[config.mk]
export PLATFORM = sky130hd
export DESIGN_NAME = aliens_io_responder
export DESIGN_NICKNAME = d
export VERILOG_FILES = /design/src/rtl/aliens_io_responder.sv
export SDC_FILE = /design/constraint.sdc
export NUM_CORES = 1
export LEC_CHECK = 0
export CAP_MARGIN = 20
export CORE_ASPECT_RATIO = 0.5
export CORE_MARGIN = 1.5
export CORE_UTILIZATION = 43
export CTS_CLUSTER_DIAMETER = 40
export DETAILED_ROUTE_END_ITERATION = 12
export PLACE_DENSITY_LB_ADDON = 0.2
export SYNTH_ARGS = -nofsm -noshare
export SYNTH_HDL_FRONTEND = slang
export SYNTH_SLANG_ARGS = --single-unit
[constraint.sdc]
create_clock -name clk -period 2.2 [get_ports clk]
set_input_delay 0.66 -clock clk [delete_from_list [all_inputs] [get_ports clk]]
set_output_delay 0.66 -clock clk [all_outputs]
set_load 0.05 [all_outputs]
[src/rtl/aliens_io_responder.sv]
// I/O-space responder behind the main-CPU IOCS: DIP/player reads, control and sound latches,
// sound-CPU IRQ handshake. Optional watchdog compiled in with `define IO_WATCHDOG_EN.
module aliens_io_responder #(
    parameter logic [23:0] WDOG_CYCLES = 24'd1_000_000,
    parameter logic [7:0]  WDOG_PULSE  = 8'd16
) (
    input  logic       clk,
    input  logic       reset_n,
    input  logic       iocs_n,
    input  logic       rw,
    input  logic [3:0] addr,
    input  logic [7:0] din,
    output logic [7:0] dout,
    input  logic [7:0] dsw1,
    input  logic [7:0] dsw2,
    input  logic [7:0] dsw3,
    input  logic [7:0] p1,
    input  logic [7:0] p2,
    output logic [1:0] coin_cnt,
    output logic [1:0] bank,
    output logic       rmrd,
    output logic [7:0] snd_cmd,
    output logic       snd_irq,
    input  logic       snd_ack,
    output logic       wdog_rst
);

    localparam int unsigned DW = 8;
    localparam int unsigned AW = 4;

    typedef enum logic [1:0] {ST_IDLE, ST_ACTIVE, ST_COMMIT} state_e;

    state_e        state_q, state_d;
    logic          iocs_prev_q;
    logic [AW-1:0] addr_q, addr_d;
    logic          rw_q, rw_d;
    logic [DW-1:0] wdata_q, wdata_d;
    logic [DW-1:0] dout_q, dout_d;
    logic [1:0]    coin_cnt_q, coin_cnt_d;
    logic [1:0]    bank_q, bank_d;
    logic          rmrd_q, rmrd_d;
    logic [DW-1:0] snd_cmd_q, snd_cmd_d;
    logic          snd_irq_q, snd_irq_d;
    logic          overrun_q, overrun_d;
    logic [DW-1:0] rdata_c;
    logic          start_c;

    // Read mux on the live address; sampled into dout at the start of an access
    always_comb begin
        rdata_c = 8'hFF;
        case (addr)
            4'h0:    rdata_c = dsw3;
            4'h1:    rdata_c = p1;
            4'h2:    rdata_c = p2;
            4'h3:    rdata_c = dsw2;
            4'h4:    rdata_c = dsw1;
            4'h8:    rdata_c = {snd_irq_q, overrun_q, 6'b0};
            default: rdata_c = 8'hFF;
        endcase
    end

    // A new access starts on a sampled falling edge, or back-to-back straight out of COMMIT
    assign start_c = !iocs_n && ((state_q == ST_IDLE && iocs_prev_q) || state_q == ST_COMMIT);

    always_comb begin
        state_d = state_q;
        addr_d  = addr_q;
        rw_d    = rw_q;
        wdata_d = wdata_q;
        dout_d  = 8'hFF;
        case (state_q)
            ST_IDLE:   if (start_c) state_d = ST_ACTIVE;
            ST_ACTIVE: begin
                if (iocs_n) begin
                    state_d = ST_COMMIT;
                end else begin
                    dout_d = dout_q;
                    if (!rw_q) wdata_d = din;
                end
            end
            ST_COMMIT: state_d = start_c ? ST_ACTIVE : ST_IDLE;
            default:   state_d = ST_IDLE;
        endcase
        if (start_c) begin
            addr_d  = addr;
            rw_d    = rw;
            wdata_d = din;
            dout_d  = rw ? rdata_c : 8'hFF;
        end
    end

    // Side effects land on the edge that ends COMMIT; a same-cycle ack loses to a latch write
    always_comb begin
        coin_cnt_d = coin_cnt_q;
        bank_d     = bank_q;
        rmrd_d     = rmrd_q;
        snd_cmd_d  = snd_cmd_q;
        snd_irq_d  = snd_ack ? 1'b0 : snd_irq_q;
        overrun_d  = overrun_q;
        if (state_q == ST_COMMIT) begin
            if (rw_q) begin
                if (addr_q == 4'h8) overrun_d = 1'b0;
            end else begin
                case (addr_q)
                    4'h8: begin
                        coin_cnt_d = wdata_q[1:0];
                        bank_d     = wdata_q[4:3];
                        rmrd_d     = wdata_q[5];
                    end
                    4'hC: begin
                        snd_cmd_d = wdata_q;
                        snd_irq_d = 1'b1;
                        if (snd_irq_q && !snd_ack) overrun_d = 1'b1;
                    end
                    default: ;
                endcase
            end
        end
    end

    always_ff @(posedge clk or negedge reset_n) begin
        if (!reset_n) begin
            state_q     <= ST_IDLE;
            iocs_prev_q <= 1'b1;
            addr_q      <= '0;
            rw_q        <= 1'b1;
            wdata_q     <= '0;
            dout_q      <= 8'hFF;
            coin_cnt_q  <= '0;
            bank_q      <= '0;
            rmrd_q      <= 1'b0;
            snd_cmd_q   <= '0;
            snd_irq_q   <= 1'b0;
            overrun_q   <= 1'b0;
        end else begin
            state_q     <= state_d;
            iocs_prev_q <= iocs_n;
            addr_q      <= addr_d;
            rw_q        <= rw_d;
            wdata_q     <= wdata_d;
            dout_q      <= dout_d;
            coin_cnt_q  <= coin_cnt_d;
            bank_q      <= bank_d;
            rmrd_q      <= rmrd_d;
            snd_cmd_q   <= snd_cmd_d;
            snd_irq_q   <= snd_irq_d;
            overrun_q   <= overrun_d;
        end
    end

    assign dout     = dout_q;
    assign coin_cnt = coin_cnt_q;
    assign bank     = bank_q;
    assign rmrd     = rmrd_q;
    assign snd_cmd  = snd_cmd_q;
    assign snd_irq  = snd_irq_q;

`ifdef IO_WATCHDOG_EN
    logic [23:0] wdog_cnt_q, wdog_cnt_d;
    logic [7:0]  pulse_cnt_q, pulse_cnt_d;
    logic        wdog_rst_q, wdog_rst_d;
    logic        kick_c;

    assign kick_c = (state_q == ST_COMMIT) && !rw_q && (addr_q == 4'h9);

    // Counter is held at zero while the pulse runs, then restarts
    always_comb begin
        wdog_cnt_d  = wdog_cnt_q + 24'd1;
        pulse_cnt_d = pulse_cnt_q;
        if (pulse_cnt_q != 8'd0) begin
            pulse_cnt_d = pulse_cnt_q - 8'd1;
            wdog_cnt_d  = '0;
        end else if (wdog_cnt_q == WDOG_CYCLES - 24'd1) begin
            pulse_cnt_d = WDOG_PULSE;
            wdog_cnt_d  = '0;
        end
        if (kick_c) wdog_cnt_d = '0;
        wdog_rst_d = (pulse_cnt_d != 8'd0);
    end

    always_ff @(posedge clk or negedge reset_n) begin
        if (!reset_n) begin
            wdog_cnt_q  <= '0;
            pulse_cnt_q <= '0;
            wdog_rst_q  <= 1'b0;
        end else begin
            wdog_cnt_q  <= wdog_cnt_d;
            pulse_cnt_q <= pulse_cnt_d;
            wdog_rst_q  <= wdog_rst_d;
        end
    end

    assign wdog_rst = wdog_rst_q;
`else
    logic unused_wdog_params;
    assign unused_wdog_params = ^{WDOG_CYCLES, WDOG_PULSE};
    assign wdog_rst = 1'b0;
`endif

endmodule

# Word-level counts from Yosys, hierarchy flattened
# Cells that the tools add are included.
# totals
regBits	39
in_bits	57
out_inout_bits	23
elab_cells	65
# classes
n_eq_ne	15
mux	21
bitwise	1
reduce_logical	16
# ops
operator	count
8-bit two-way mux	8
8-bit case mux with 6 select lines	1
4-bit equality test, second input constant	3
1-bit two-way mux	9
3-bit AND reduction	3
4-bit by 2-bit equality test with 1-bit output, second input constant	2
2-bit by 1-bit != test with 1-bit output, second input constant	3
2-bit case mux with 3 select lines	1
2-bit nonzero test	3
4-bit by 1-bit equality test with 1-bit output, second input constant	1
4-bit by 3-bit equality test with 1-bit output, second input constant	1
4-bit logical NOT	1
2-bit two-way mux	2
2-bit != test, second input constant	2
4-bit AND reduction	1
1-bit logical AND	3
3-bit != test, second input constant	1
2-bit by 1-bit equality test with 1-bit output, second input constant	1
2-bit equality test, second input constant	1
1-bit logical NOT	2
2-bit logical NOT	1
2-bit AND reduction	1
1-bit logical OR	1
1-bit inverter	1

# Logic depth before layout (Yosys ltp)
# Gate-level depths: netlist of run 1.
# depth
depth_word	6
mapped_depth	5
depth_no_buf	3

# Least setup slack after synthesis of run 1
# OpenSTA, ideal clock, no wires.
# synth_timing
path_type	input to register
from	input port addr[2]
to	register dout_q[7] (netlist: dout[7])
setup_ps	83
t_arrival_ps	1694
slack_ps	423
path_stages	5
path_buffers	2
cell_sequence	clkbuf_1 buf_2 mux2i_1 o22ai_1 o32a_1
# synth_between
elab_chain_len	4
# synth_lines
item	line_no	source
start, declared	11	input logic [3:0] addr,
4-bit equality test (tied with other cells)	51	case (addr)
8-bit case mux with 6 select lines (*)	51	
8-bit two-way mux (*)	88	dout_d = rw ? rdata_c : 8'hFF;
8-bit two-way mux (*)	84	if (start_c) begin
end signal, assigned	141	dout_q <= dout_d;
end, declared	38	logic [DW-1:0] dout_q, dout_d;
# Mark *: on every way between the ends. The rest lies on a longest branch, timed or not.
# A chain may end at the register's enable or synchronous reset.

# Worst setup path in the final report of run 1
# layout_timing
from	register bank_q[0] (netlist: bank[0])
to	output port bank[0]
# layout_lines
item	line_no	source
start, declared	40	logic [1:0] bank_q, bank_d;
start signal, assigned	143	bank_q <= bank_d;
end, declared	20	output logic [1:0] bank,
# No word-level cell between the ends.

==> reports/results.md, run 1 <==
| Group | Item | Value |
| --- | --- | --- |
| final layout | Area overhead of the layout relative to synthesis | 50.26% |
| setup path | Capturing element type of the critical path | primary output |
| power and ir drop | Combinational fraction of design power | 0.309 |
| route | Wire length per cell after detailed routing | 15.34 um |
| route | Final wirelength | 4.588 mm |
| setup path | Sum of buffers and inverters on the critical path | 1 |
| synthesis | Cell taking the most area after synthesis | sky130_fd_sc_hd__dfrtp_1 |
| route | Starting DRC count in detailed routing | 87 |
| power and ir drop | Net Sw Power | 661.4 uW |
| final layout | Core occupancy in the finished layout | 0.6693 |
| timing | Slew margin rel. | 0.6545 |
| cts | TritonCTS Buffers | 5 |
| power and ir drop | Part of the total power dissipated in sequential elements | 0.425 |
| timing | Max Fclk | 0.4726 GHz |
| synthesis | Part of the Yosys area used for sequential elements | 0.5064 |
| route | Vias per cell | 5.227 |
| setup path | Max stage delay on crit path | 810 ps |
| timing | Slew at the pin with the worst max-slew slack | 516.6 ps |
| timing | Max-slew violation total from the final report | 0 |
| synthesis | Syn Inst Count | 154 |
| floorplanning | Width of the die | 98.28 um |
| route | Routed length on met3 | 353 um |
| placement | Final GP Congestion | 0.7393 |
| setup path | Endpoint of the most critical register-to-register path | snd_cmd[6]$_DFFE_PN0P_ |
| placement | Total half-perimeter wirelength after legalization and detailed placement | 3.460 mm |
| global routing | Overall overflow remaining after global route | 0 |
| cts | CTS resizes | 0 |
| floorplanning | Placeable Area | 4382 sq um |
| setup path | Critical Path Fanout Max | 2 |
| placement | Count of input and output buffers | 78 |
| setup path | Slack of the worst reg-to-reg path | 450 ps |
| min path | Class of the tightest hold or removal check | input port to asynchronous set/reset pin |
| route | Drt first pass iters | 4 |
| timing | Final count of hold timing violations | 0 |
| floorplanning | Site row count | 17 |
| final layout | Share of final-layout standard cells stronger than drive strength 1 | 0.3140 |
| route | Number of vias after detailed routing | 1563 |
| cts | Clock-pin slew reported for the worst setup and hold paths after clock tree synthesis | 80 ps |
| route | Highest layer used for signal routing | met4 |
| cts | TritonCTS Sinks | 39 |
| global routing | Number of global-route vias before repair | 1540 |
| timing | Fin Clk Skew | 6.859 ps |
| synthesis | Ranking of synthesized cells by area | sky130_fd_sc_hd__dfrtp_1, sky130_fd_sc_hd__mux2_2, sky130_fd_sc_hd__dfstp_2 |
| setup path | Type of element launching the critical path | register |
| synthesis | Synthesized net count | 211 |
| setup path | Largest delay contributor family on the critical path | buffers and inverters |
| cts | Post-CTS Hold Fix Bufs | 0 |
| final layout | Number of fill cells | 345 |
| setup path | Critical Setup Path Class | register to primary output |
| cts | Clock Latency Late Sink | 280 ps |
| power and ir drop | Cell internal pwr | 1.504 mW |
| status | Status | completed |
| route | Number of nets with antenna violations after detailed routing | 0 |
| cts | CTS tree | yes |
| timing | Final min period | 2116 ps |
| synthesis | Unique masters post-synth | 36 |
| power and ir drop | PD cells | 738.4 nW/um^2 |
| setup path | Data arrival time of the critical path | 1460 ps |
| global routing | Initial antenna violation count | 0 |
| power and ir drop | Switching share of power | 0.3054 |
| route | DRC violations left | 0 |
| synthesis | Avg Inst Size Synth | 12.67 sq um |
| cts | Number of buffers on the longest clock path | 2 |
| global routing | Total routing resource utilization after global routing | 0.1950 |
| final layout | Post-route standard cell area excluding fillers | 2933 sq um |
| final layout | Total number of nets in the final design | 298 |
| route | Met2 Wirelength | 2.115 mm |
| final layout | Most used cells in the layout excluding fill and tap cells | sky130_fd_sc_hd__clkdlybuf4s50_1, sky130_fd_sc_hd__dfrtp_1, sky130_fd_sc_hd__mux2_2 |
| power and ir drop | Leakage power summed over all cells | 1.241 nW |
| setup path | Slowest stage cell on the critical path | sky130_fd_sc_hd__clkdlybuf4s50_1 |
| run | Total of max-cap violations | 0 |
| floorplanning | Floorplan die area | 4977 sq um |
| final layout | Most frequent standard cell in the layout excluding fill and tap cells | sky130_fd_sc_hd__clkdlybuf4s50_1 |
| timing | Setup repair after global routing missed its margin | no |
| timing | Final setup viols | 0 |
| synthesis | Synthesis warning total | 0 |
| placement | Cell area after placement | 2826 sq um |
| power and ir drop | VDD IR-drop max | 0.0004666 V |
| power and ir drop | Relative contribution of the clock network to total power | 0.266 |
| setup path | R2R Path Start | addr_q[0]$_DFFE_PN0P_ |
| timing | Portion of the clock cycle consumed by the worst path in the final layout | 0.9619 |
| global routing | Wire length of the first global-routing pass | 7.576 mm |
| synthesis | Netlist area before placement | 1952 sq um |
| cts | Clock root cell | sky130_fd_sc_hd__clkbuf_8 |
| setup path | CP Data Required Time | 1540 ps |
| floorplanning | I/O Pins | 80 |
| cts | Count of buffers added by post-CTS timing repair for setup | 0 |
| setup path | Worst r2r path cells | 3 |
| cts | H-tree depth | 2 |
| synthesis | FF+latch count, synth | 39 |
| synthesis | Area share of the largest cell type after synthesis | 0.3718 |
| route | Wire length on met1 | 2.094 mm |
| setup path | Critical-path cell list | clkdlybuf4s50_1 |
| floorplanning | Vert. Die Dim | 50.64 um |
| final layout | Count of inserted antenna diode cells | 0 |
| floorplanning | Starting density of the core | 0.4455 |
| setup path | Cell count along the critical path | 1 |
| global routing | Largest net degree at the start of global routing | 40 |
-- synth_stat cells --
| cell | n |
|---|---|
| sky130_fd_sc_hd__nor4_1 | 1 |
| sky130_fd_sc_hd__or3b_2 | 2 |
| sky130_fd_sc_hd__and3_1 | 1 |
| sky130_fd_sc_hd__a2bb2oi_1 | 1 |
| sky130_fd_sc_hd__inv_1 | 8 |
| sky130_fd_sc_hd__o21a_1 | 1 |
| sky130_fd_sc_hd__nor3_1 | 2 |
| sky130_fd_sc_hd__nand2b_1 | 2 |
| sky130_fd_sc_hd__buf_2 | 5 |
| sky130_fd_sc_hd__nor4_4 | 1 |
| sky130_fd_sc_hd__buf_1 | 1 |
| sky130_fd_sc_hd__conb_1 | 1 |
| sky130_fd_sc_hd__or4b_1 | 1 |
| sky130_fd_sc_hd__nand3b_1 | 4 |
| sky130_fd_sc_hd__nand3_1 | 1 |
| sky130_fd_sc_hd__dfrtp_1 | 29 |
| sky130_fd_sc_hd__o32a_2 | 4 |
| sky130_fd_sc_hd__nor3b_1 | 1 |
| sky130_fd_sc_hd__nor2_1 | 6 |
| sky130_fd_sc_hd__o32a_1 | 4 |
| sky130_fd_sc_hd__or3_2 | 1 |
| sky130_fd_sc_hd__a21boi_0 | 1 |
| sky130_fd_sc_hd__a211oi_1 | 3 |
| sky130_fd_sc_hd__and2_1 | 1 |
| sky130_fd_sc_hd__nand4_1 | 1 |
| sky130_fd_sc_hd__o31ai_1 | 1 |
| sky130_fd_sc_hd__buf_6 | 1 |
| sky130_fd_sc_hd__o21ba_2 | 1 |
| sky130_fd_sc_hd__clkbuf_1 | 2 |
| sky130_fd_sc_hd__dfstp_2 | 10 |
| sky130_fd_sc_hd__mux2i_1 | 16 |
| sky130_fd_sc_hd__buf_4 | 3 |
| sky130_fd_sc_hd__o22ai_1 | 9 |
| sky130_fd_sc_hd__nand4bb_2 | 1 |
| sky130_fd_sc_hd__mux2_2 | 26 |
| sky130_fd_sc_hd__nor3_4 | 1 |
-- worst max-delay path by stage --
| stage | startpoint | endpoint |
|---|---|---|
| 2_1_floorplan | addr[2] | dout[7]$_DFFE_PN1P_ |
| 3_3_place_gp | addr[0] | dout[6]$_DFFE_PN1P_ |
| 3_5_place_dp | addr[0] | dout[6]$_DFFE_PN1P_ |
| 4_1_cts | bank[0]$_DFFE_PN0P_ | bank[0] |
| 5_1_grt | bank[0]$_DFFE_PN0P_ | bank[0] |
| 6_report | bank[0]$_DFFE_PN0P_ | bank[0] |
-- metal layers --
layer	up-vias	track usage
met1	769	0.2581
met5	-	0
met4	0	0.03286
li1	737	-
met3	6	0.05989
met2	51	0.3231
-- final cells by class --
class	instances	area, sq um	area share
inverters	8	30.03	0.01024
well taps	57	71.32	0.02432
flip-flops and latches	39	988.4	0.3370
repair buffers	92	873.3	0.2978
multi-input cells	95	863.3	0.2944
clock inverters	1	30.03	0.01024
clock buffers	7	76.32	0.02602
-- power groups by stage --
| stage | registers (mW) | clock network [mW] | logic [mW] |
|---|---|---|---|
| 2_1_floorplan | 1.11 | 0 | 0.205 |
| 5_1_grt | 0.937 | 0.630 | 0.706 |
| 6_report | 0.920 | 0.577 | 0.669 |
| 4_1_cts | 0.921 | 0.593 | 0.675 |
| 3_5_place_dp | 0.934 | 0 | 0.672 |
| 3_3_place_gp | 0.926 | 0 | 0.663 |
-- kinds of logic after synthesis --
kind of cell / after synthesis / synth area share
mux: 42 / 0.2320
flops: 39 / 0.5064
simple gates: 27 / 0.1032
compound gates: 25 / 0.1051
buf+inv: 20 / 0.05128
other cells: 1 / 0.001921
-- sequential cells by signal (all words and copies together) (netlist names) --
register / cells
dout: 8
snd_cmd: 8
rw_q: 1
iocs_prev_q: 1
wdata_q: 8
bank: 2
state_q: 2
addr_q: 4
coin_cnt: 2
overrun_q: 1
rmrd: 1
snd_irq: 1
-- metrics by stage --
step	hold WS, ps	worst slack [ps]	setup TNS, ps	power [mW]	std cells
2_1_floorplan	364.4	422.6	0	1.317	154
3_3_place_gp	483.4	-20.25	-114.3	1.589	291
3_5_place_dp	495.5	-51.03	-347.5	1.606	291
4_1_cts	337.4	68.26	0	2.189	299
5_1_grt	334.1	30.12	0	2.273	299
6_report	333.6	83.87	0	2.165	299
Power figures use the tool's default switching activity.
==> run 2, diff against run 1 <==
--- a/config.mk
+++ b/config.mk
@@ -8,8 +8,9 @@
 export CAP_MARGIN = 20
 export CORE_ASPECT_RATIO = 0.5
 export CORE_MARGIN = 1.5
-export CORE_UTILIZATION = 43
+export CORE_UTILIZATION = 46
 export CTS_CLUSTER_DIAMETER = 40
+export CTS_CLUSTER_SIZE = 20
 export DETAILED_ROUTE_END_ITERATION = 12
 export PLACE_DENSITY_LB_ADDON = 0.2
 export SYNTH_ARGS = -nofsm -noshare
==> constraint.sdc (replaced) <==
create_clock -name clk -period 2.44 [get_ports clk]
set_input_delay 0.732 -clock clk [delete_from_list [all_inputs] [get_ports clk]]
set_output_delay 0.732 -clock clk [all_outputs]
set_load 0.05 [all_outputs]
==> run 2 against run 1 <==
  * Non-clock buffer count is 6 lower
  * Clock-buffer cell count down 1
  * Clock power decreased by 19%
  * Combinational power down 12%
  * Power decreased by 13%
  * Sequential power is 9.8% lower
  * Cell area decreased by 1.7%
  * Core utilization is 5.5 points higher
  * Sequential share of layout area grew 0.57 points
==> reports/results.md, run 2 (synthesis gave the netlist of run 1 again) <==
| Group | Item | Value | Change |
| --- | --- | --- | --- |
| status | Status | completed | unchanged |
| final layout | Total number of nets in the final design | 292 | was 298 |
| cts | Clock Latency Late Sink | 290 ps | was 280 ps |
| global routing | Initial antenna violation count | 0 | unchanged |
| route | Final wirelength | 4.552 mm | was 4.588 mm |
| min path | Class of the tightest hold or removal check | input port to asynchronous set/reset pin | unchanged |
| timing | Final count of hold timing violations | 0 | unchanged |
| global routing | Overall overflow remaining after global route | 0 | unchanged |
| timing | Final min period | 2366 ps |  |
| route | Drt first pass iters | 4 | unchanged |
| setup path | Capturing element type of the critical path | primary output | unchanged |
| setup path | Slowest stage cell on the critical path | sky130_fd_sc_hd__clkdlybuf4s50_1 | unchanged |
| route | DRC violations left | 0 | unchanged |
| floorplanning | Starting density of the core | 0.4899 | was 0.4455 |
| route | Routed length on met3 | 365 um | was 353 um |
| setup path | Max stage delay on crit path | 800 ps | was 810 ps |
| floorplanning | I/O Pins | 80 | unchanged |
| global routing | Number of global-route vias before repair | 1519 | was 1540 |
| timing | Setup TNS Final | 0 ps | unchanged |
| route | Vias per cell | 5.169 | was 5.227 |
| global routing | Total routing resource utilization after global routing | 0.2137 | was 0.1950 |
| setup path | Largest delay contributor family on the critical path | buffers and inverters | unchanged |
| route | Number of nets with antenna violations after detailed routing | 0 | unchanged |
| route | Number of vias after detailed routing | 1499 | was 1563 |
| route | Met2 Wirelength | 2.185 mm | was 2.115 mm |
| cts | TritonCTS Sinks | 39 | unchanged |
| cts | Post-CTS Hold Fix Bufs | 0 | unchanged |
| final layout | Count of inserted antenna diode cells | 0 | unchanged |
| cts | TritonCTS Buffers | 5 | unchanged |
| cts | H-tree depth | 2 | unchanged |
| placement | Count of input and output buffers | 78 | unchanged |
| timing | Slew at the pin with the worst max-slew slack | 699.3 ps | was 516.6 ps |
| setup path | Sum of buffers and inverters on the critical path | 1 | unchanged |
| route | Wire length per cell after detailed routing | 15.70 um | was 15.34 um |
| cts | Clock-pin slew reported for the worst setup and hold paths after clock tree synthesis | 80 ps | about the same |
| setup path | Critical Setup Path Class | register to primary output | unchanged |
| power and ir drop | Leakage power summed over all cells | 1.204 nW | was 1.241 nW |
| global routing | Wire length of the first global-routing pass | 7.334 mm | was 7.576 mm |
| final layout | Most frequent standard cell in the layout excluding fill and tap cells | sky130_fd_sc_hd__clkdlybuf4s50_1 | unchanged |
| placement | Final GP Congestion | 0.7657 | was 0.7393 |
| cts | CTS resizes | 0 | unchanged |
| final layout | Share of final-layout standard cells stronger than drive strength 1 | 0.2712 | was 0.3140 |
| route | Wire length on met1 | 1.975 mm | was 2.094 mm |
| setup path | Data arrival time of the critical path | 1630 ps | was 1460 ps |
| timing | Fin Hold WS | 475.6 ps | was 333.6 ps |
| cts | Clock root cell | sky130_fd_sc_hd__clkbuf_8 | unchanged |
| floorplanning | Vert. Die Dim | 49.06 um | was 50.64 um |
| setup path | Critical-path cell list | clkdlybuf4s50_1 | unchanged |
| route | Starting DRC count in detailed routing | 30 | was 87 |
| cts | Count of buffers added by post-CTS timing repair for setup | 0 | unchanged |
| final layout | Area overhead of the layout relative to synthesis | 47.76% | was 50.26% |
| run | Total of max-cap violations | 0 | unchanged |
| global routing | Largest net degree at the start of global routing | 34 | was 40 |
| setup path | CP Data Required Time | 1710 ps | was 1540 ps |
| floorplanning | Floorplan die area | 4667 sq um | was 4977 sq um |
| final layout | Most used cells in the layout excluding fill and tap cells | sky130_fd_sc_hd__clkdlybuf4s50_1, sky130_fd_sc_hd__dfrtp_1, sky130_fd_sc_hd__mux2_2 | unchanged |
| timing | Final setup viols | 0 | unchanged |
| floorplanning | Placeable Area | 3984 sq um | was 4382 sq um |
| final layout | Number of fill cells | 275 | was 345 |
| timing | Fin Clk Skew | 3.101 ps | was 6.859 ps |
| cts | CTS tree | yes | unchanged |
| final layout | Core occupancy in the finished layout | 0.7239 | was 0.6693 |
| timing | Max Fclk | 0.4227 GHz |  |
| floorplanning | Width of the die | 95.12 um | was 98.28 um |
| cts | Number of buffers on the longest clock path | 2 | unchanged |
| setup path | Type of element launching the critical path | register | unchanged |
| setup path | Critical Path Fanout Max | 2 | unchanged |
| timing | Max-slew violation total from the final report | 0 | unchanged |
| timing | Portion of the clock cycle consumed by the worst path in the final layout | 0.9696 |  |
| timing | Slew margin rel. | 0.5338 | was 0.6545 |
| floorplanning | Site row count | 16 | was 17 |
| route | Highest layer used for signal routing | met4 | unchanged |
| power and ir drop | PD cells | 655.3 nW/um^2 | was 738.4 nW/um^2 |
| placement | Total half-perimeter wirelength after legalization and detailed placement | 3.449 mm | was 3.460 mm |
| timing | Setup repair after global routing missed its margin | no | unchanged |
| power and ir drop | VDD IR-drop max | 0.0005110 V | was 0.0004666 V |
==> run 2: cell types whose count changed in the layout (fill, tap and decap cells not counted), sizes merged <==
cell	delta
clkinv	+1
buf	-14
clkbuf	-1
bufinv	-1
clkdlybuf4s50	+8
clkinvlp	+1
==> run 2: path summary, 6_finish.rpt <==
kind                                        start                     end  slack [ps]  cells after the start
setup / recovery              dout[1]$_DFFE_PN1P_                 dout[1]          70                      1
hold / removal                            reset_n  wdata_q[2]$_DFFE_PN0P_         480                      1
setup reg to reg            addr_q[0]$_DFFE_PN0P_  snd_cmd[2]$_DFFE_PN0P_         680                      3
hold reg to reg            wdata_q[6]$_DFFE_PN0P_  wdata_q[6]$_DFFE_PN0P_         510                      1
max in group asynchronous                 reset_n     dout[2]$_DFFE_PN1P_        1330                      2
min in group clk           wdata_q[6]$_DFFE_PN0P_  wdata_q[6]$_DFFE_PN0P_         510                      1
==> run 2: routing by layer <==
| layer | up-vias | track usage |
|---|---|---|
| met5 | - | 0 |
| met4 | 0 | 0.07463 |
| met3 | 3 | 0.06854 |
| met2 | 49 | 0.3475 |
| met1 | 715 | 0.2683 |
| li1 | 732 | - |
==> run 2: cell type report <==
type | instances | area, sq um | area share
flip-flops and latches | 39 | 988.4 | 0.3427
well taps | 54 | 67.56 | 0.02343
clock inverters | 2 | 16.27 | 0.005640
multi-input cells | 95 | 863.3 | 0.2993
inverters | 8 | 30.03 | 0.01041
repair buffers | 86 | 835.8 | 0.2898
clock buffers | 6 | 82.58 | 0.02863
==> run 2: where the power goes <==
group	switching (mW)	total (mW)	internal, mW
logic	0.308	0.591	0.283
clock network	0.238	0.469	0.231
registers	0.0728	0.830	0.757
total	0.619	1.89	1.27
==> run 2: per-stage QoR <==
stage / std cells / total power, mW / area (sq um) / setup slack [ps]
finish: 290 / 1.890 / 2884 / 74.17
global route: 290 / 1.992 / 2884 / 24.53
CTS: 290 / 1.917 / 2884 / 64.83
detailed placement: 282 / 1.438 / 2785 / 61.79
global placement: 282 / 1.419 / 2785 / 102.6
floorplan: 154 / 1.188 / 1952 / 590.6
